<file path="src/rtl/pipe_mux_tree_if.sv">
// rtl/pipe_mux_tree_if.sv - request/result handshake bundle for pipe_mux_tree
interface pipe_mux_tree_if #(
  parameter int WIDTH    = 64,
  parameter int SEL_BITS = 3
);
  localparam int N = 1 << SEL_BITS;

  logic                  in_valid;
  logic                  in_ready;
  logic [N*WIDTH-1:0]    data_in;
  logic [SEL_BITS-1:0]   select;
  logic                  out_valid;
  logic                  out_ready;
  logic [WIDTH-1:0]      out_data;
  logic [SEL_BITS-1:0]   out_sel;

  modport slave (
    input  in_valid, data_in, select, out_ready,
    output in_ready, out_valid, out_data, out_sel
  );

  modport master (
    output in_valid, data_in, select, out_ready,
    input  in_ready, out_valid, out_data, out_sel
  );
endinterface

</file>
<file path="src/rtl/pipe_mux_tree.sv">
// rtl/pipe_mux_tree.sv - pipelined N:1 word mux, one register stage per tree level
// Level k halves the word set using select bit k; ready ripples back so bubbles collapse.
module pipe_mux_tree #(
  parameter int WIDTH    = 64,
  parameter int SEL_BITS = 3
) (
  input  logic           clk,
  input  logic           reset,
  input  logic           flush,
  pipe_mux_tree_if.slave bus
);
  logic [SEL_BITS-1:0] valid_vec;
  logic [SEL_BITS:0]   ready;
  logic                in_ready_int;

  always_comb begin
    ready           = '0;
    ready[SEL_BITS] = bus.out_ready;
    for (int k = SEL_BITS - 1; k >= 0; k--) begin
      ready[k] = !valid_vec[k] | ready[k+1];
    end
  end

  assign in_ready_int = ready[0] & !flush;
  assign bus.in_ready = in_ready_int;

  for (genvar k = 0; k < SEL_BITS; k++) begin : lvl
    localparam int M = 1 << (SEL_BITS - k - 1);

    logic                valid_q;
    logic [SEL_BITS-1:0] sel_q;
    logic [WIDTH-1:0]    word_q [M];

    logic                src_valid;
    logic [SEL_BITS-1:0] src_sel;
    logic [WIDTH-1:0]    src_word [2*M];

    if (k == 0) begin : g_src
      assign src_valid = bus.in_valid & in_ready_int;
      assign src_sel   = bus.select;
      for (genvar j = 0; j < 2*M; j++) begin : g_w
        assign src_word[j] = bus.data_in[j*WIDTH +: WIDTH];
      end
    end else begin : g_src
      assign src_valid = lvl[k-1].valid_q;
      assign src_sel   = lvl[k-1].sel_q;
      for (genvar j = 0; j < 2*M; j++) begin : g_w
        assign src_word[j] = lvl[k-1].word_q[j];
      end
    end

    assign valid_vec[k] = valid_q;

    // Payload only loads with a real word so an idle output keeps its last value.
    always_ff @(posedge clk or negedge reset) begin
      if (!reset) begin
        valid_q <= 1'b0;
        sel_q   <= '0;
        for (int j = 0; j < M; j++) begin
          word_q[j] <= '0;
        end
      end else if (flush) begin
        valid_q <= 1'b0;
      end else if (ready[k]) begin
        valid_q <= src_valid;
        if (src_valid) begin
          sel_q <= src_sel;
          for (int j = 0; j < M; j++) begin
            word_q[j] <= src_sel[k] ? src_word[2*j+1] : src_word[2*j];
          end
        end
      end
    end
  end

  assign bus.out_valid = lvl[SEL_BITS-1].valid_q;
  assign bus.out_data  = lvl[SEL_BITS-1].word_q[0];
  assign bus.out_sel   = lvl[SEL_BITS-1].sel_q;
endmodule

</file>
<file path="src/flat_wrapper.sv">
// flat-port wrapper written by rule: the top's interface ports become plain ports
module pipe_mux_tree_flat 
#(
  parameter int WIDTH    = 64,
  parameter int SEL_BITS = 3
)
  (clk, reset, flush, bus_in_valid, bus_data_in, bus_select, bus_out_ready, bus_in_ready, bus_out_valid, bus_out_data, bus_out_sel);
  pipe_mux_tree_if #(.WIDTH(WIDTH), .SEL_BITS(SEL_BITS)) bus_i ();
  input  logic clk;
  input  logic reset;
  input  logic flush;
  input wire logic [$bits(bus_i.in_valid)-1:0] bus_in_valid;
  input wire logic [$bits(bus_i.data_in)-1:0] bus_data_in;
  input wire logic [$bits(bus_i.select)-1:0] bus_select;
  input wire logic [$bits(bus_i.out_ready)-1:0] bus_out_ready;
  output wire logic [$bits(bus_i.in_ready)-1:0] bus_in_ready;
  output wire logic [$bits(bus_i.out_valid)-1:0] bus_out_valid;
  output wire logic [$bits(bus_i.out_data)-1:0] bus_out_data;
  output wire logic [$bits(bus_i.out_sel)-1:0] bus_out_sel;
  assign bus_i.in_valid = bus_in_valid;
  assign bus_i.data_in = bus_data_in;
  assign bus_i.select = bus_select;
  assign bus_i.out_ready = bus_out_ready;
  assign bus_in_ready = bus_i.in_ready;
  assign bus_out_valid = bus_i.out_valid;
  assign bus_out_data = bus_i.out_data;
  assign bus_out_sel = bus_i.out_sel;
  pipe_mux_tree #(.WIDTH(WIDTH), .SEL_BITS(SEL_BITS)) u_core (.clk(clk), .reset(reset), .flush(flush), .bus(bus_i));
endmodule
</file>
<file path="config.mk">
export PLATFORM = sky130hd
export DESIGN_NAME = pipe_mux_tree_flat
export DESIGN_NICKNAME = d
export VERILOG_FILES = /design/src/rtl/pipe_mux_tree_if.sv /design/src/rtl/pipe_mux_tree.sv /design/src/flat_wrapper.sv
export SDC_FILE = /design/constraint.sdc
export NUM_CORES = 1
export LEC_CHECK = 0
export ABC_CLOCK_PERIOD_IN_PS = 2200
export CORE_AREA = 2 2 229 231
export DETAILED_ROUTE_END_ITERATION = 16
export DIE_AREA = 0 0 231 233
export PLACE_DENSITY_LB_ADDON = 0.2
export SLEW_MARGIN = 10
export SYNTH_ARGS = -nofsm -noshare
export SYNTH_HDL_FRONTEND = slang
export SYNTH_SLANG_ARGS = --single-unit
</file>
<file path="constraint.sdc">
create_clock -name clk -period 2.2 [get_ports clk]
set_clock_uncertainty 0.15 [all_clocks]
set_input_delay 0.44 -clock clk [delete_from_list [all_inputs] [get_ports clk]]
set_output_delay 0.44 -clock clk [all_outputs]
set_load 0.02 [all_outputs]
</file>
==> impl_metrics.yaml, run 1 <==
clock_network:
  cts-buffers-inserted: 48
  clkTransAtPathRegs_ns: 0.06
  cts_buffer_depth: 3
  clock-root-buffer: "clkbuf_16"
  cts_tree: "done"
  clk_latency_ns: 0.57
  cts_sinks: 460
  h-tree-depth: 2
drt:
  wire_per_inst_um: 20.3
  antenna_left: 0
  wl_um: 57600
  drt-initial-drc-count: 539
  via_per_inst: 5.03
  vias: 14300
  firstDrtPassIters: 4
  drc: 0
floorplanning:
  initial_utilization_pct: 43.5
  row_count: 83
  die_h_um: 233
  io_pins: 589
  die_w_um: 231
  dieArea_um2: 53800
  placeableCoreArea_um2: 51100
timing:
  rsz0062_at_grt: "false"
  slew_viol_final: 0
  slew_headroom_pct: 67.2
  tns_ns: 0
  setup_viol: 0
  period_share_pct: 98.0
  period_minus_slack_ns: 2.16
  max_freq_mhz: 464
  fin_ws_ns: 0.0436
  tightest_slew_ns: 0.493
  hold_viol: 0
  whs_ns: 0.180
logic_synthesis:
  syn_inst: 1479
  synth_area_per_cell_um2: 15.0
  synth_top_area_share_pct: 51.8
  netlist_area_um2: 22200
  ys_ff_latch: 460
  synth_cell_types: 13
  synth.area.top_cells: "dfrtp_1 (52%), mux2_2 (46%), buf_2 (1.2%)"
  synth_top_cell_by_area: "dfrtp_1"
  ys.warnings.count: 0
  yosysSeqAreaShare_pct: 51.8
  synthesis.nets: 1999
power_and_ir_drop:
  internal-power_uw: 21000
  pwr-share-seq_pct: 41.7
  power.static_leakage_uw: 0.0130
  p_per_area_nw_per_um2: 919
  ir_drop_mv: 0.549
  p_clk_share_pct: 30.1
  sw_frac_of_total_pct: 27.2
  power.total_uw: 28900
  power_frac_comb_pct: 28.2
  switchingPower_uw: 7850
finish:
  final_cells: 2837
  multiInputGateArea_um2: 10300
  fin_nets: 2638
  fillCellCount: 3979
  regArea_um2: 11500
  antennaDiodeCount: 0
  drive_above_1_share_pct: 51.0
  area_growth_pct: 41.4
worst_setup_path:
  cpPeakStageDelay_ns: 0.66
  path_cells: "clkdlybuf4s50_1"
  cp.required_ns: 1.61
  crit_type: "flop to output pin"
  worst_path_dominant_cell_family: "buffers and inverters"
  cp_slowest_cell: "clkdlybuf4s50_1"
  crit_arrival_ns: 1.57
  worstSetupStartpointType: "flop"
  crit_fanout: 2
  crit_buf_inv: 1
  cp-end-kind: "output pin"
global_routing:
  grt_start_max_net_pins: 89
  grt_pass1_wl_um: 87800
  overflow: 0
  grt_use_total_pct: 21.1
  antenna_found_initial: 0
  grt_pass1_vias: 15700
outcome:
  status: "complete, no violations"
worst_hold_path:
  hold_class: "input port to flop"
placed_design:
  place_worst_setup_slack_ns: -0.408
  place.gp.congestion: 0.787
  port_buffers: 588
  hpwlAfterDp_um: 44000
  dp_cells: 2747
job:
  cap_violations: 0
layer usage:
metal | part of all wire, % | track usage (%) | vias to the layer above | wire length, um
met4 | 2.7 | 6.81 | 0 | 1560
met3 | 5.5 | 4.08 | 78 | 3160
met1 | 41 | 26.0 | 7151 | 23800
met5 | 0 | 0 | - | 0
met2 | 50 | 37.2 | 403 | 29000
li1 | - | - | 6649 | -
cells by family (layout without fill, tap and decap cells):
group	Yosys count	count (layout)	synth area share [%]
buffers and inverters	102	780	2.03
and+or+nand+nor	10	10	0.265
DFF	460	460	51.8
muxes	905	905	45.9
AOI/OAI and AO/OA	2	2	0.0619
worst paths after layout:
path / startpoint / end / slack (ns) / depth (start not counted)
max reg2reg: u_core.lvl[1].valid_q$_DFFE_PN0P_ / u_core.lvl[0].word_q[107]$_DFFE_PN0P_ / 0.07 / 5
max: u_core.bus.out_data[32]$_DFFE_PN0P_ / bus_out_data[32] / 0.04 / 1
min reg2reg: u_core.lvl[1].sel_q[0]$_DFFE_PN0P_ / u_core.bus.out_sel[0]$_DFFE_PN0P_ / 0.34 / 1
min in group asynchronous: reset / u_core.lvl[0].word_q[72]$_DFFE_PN0P_ / 0.20 / 2
max in group asynchronous: reset / u_core.bus.out_data[13]$_DFFE_PN0P_ / 0.85 / 4
min: bus_select[0] / u_core.lvl[0].word_q[240]$_DFFE_PN0P_ / 0.18 / 3
repair_timing:
item	in CTS	in global routing
setup endpoints to repair	41	8
hold buffers	1	0
endpoints found under the hold margin	190	0
gates resized for setup	44	8
buffers inserted	0	0
power groups by stage:
stage / Combinational (uW) / Clock [uW] / Sequential [uW]
floorplan: 4140 / 0 / 12500
global placement: 8350 / 0 / 12100
detailed placement: 8520 / 0 / 12200
CTS: 8310 / 8940 / 12100
global route: 8730 / 9230 / 12400
finish: 8140 / 8700 / 12000
layout make-up:
type                            instances  area share, %
Sequential cell                       460           36.6
Multi-Input combinational cell        917           32.7
Timing Repair Buffer                  690           22.4
Clock buffer                           65           4.47
Tap cell                              680           2.71
Clock inverter                         24          0.999
Inverter                                1         0.0119
layout by cell type (no fill, tap or decap), types with 11 or more instances in the layout:
cell / synthesis / final
buf_12: 0 / 34
buf_4: 1 / 68
clkbuf_16: 0 / 49
clkbuf_8: 0 / 12
clkdlybuf4s50_1: 0 / 538
clkinv_2: 0 / 11
dfrtp_1: 460 / 458
dlygate4sd2_1: 0 / 40
mux2_2: 905 / 905
synth_stat cells, drive strengths merged:
cell type / count
mux2: 905
dfrtp: 460
buf: 53
clkbuf: 48
nor2: 6
nor3b: 2
a211o: 1
a21oi: 1
and4b: 1
inv: 1
nor2b: 1
registers in the layout (all words and copies together) (netlist names):
| signal | flops |
|---|---|
| u_core.bus.out_data | 64 |
| u_core.bus.out_sel | 3 |
| u_core.bus.out_valid | 1 |
| u_core.lvl.sel_q | 6 |
| u_core.lvl.valid_q | 2 |
| u_core.lvl.word_q | 384 |
stage by stage:
step / cell area [um2] / utilization (%)
floorplan: 22200 / -
global placement: 29700 / 58.2
detailed placement: 29700 / 58.2
CTS: 31400 / 61.5
global route: 31400 / 61.5
finish: 31400 / 61.5
(Power assumes the default switching activity.)
==> run 2: changes to the inputs <==
Settings changed: CTS_CLUSTER_SIZE set to 40, HOLD_SLACK_MARGIN set to 0.1.
==> results of run 2 <==
Same layout as run 1: the final DEF is identical, and so are final timing and power.
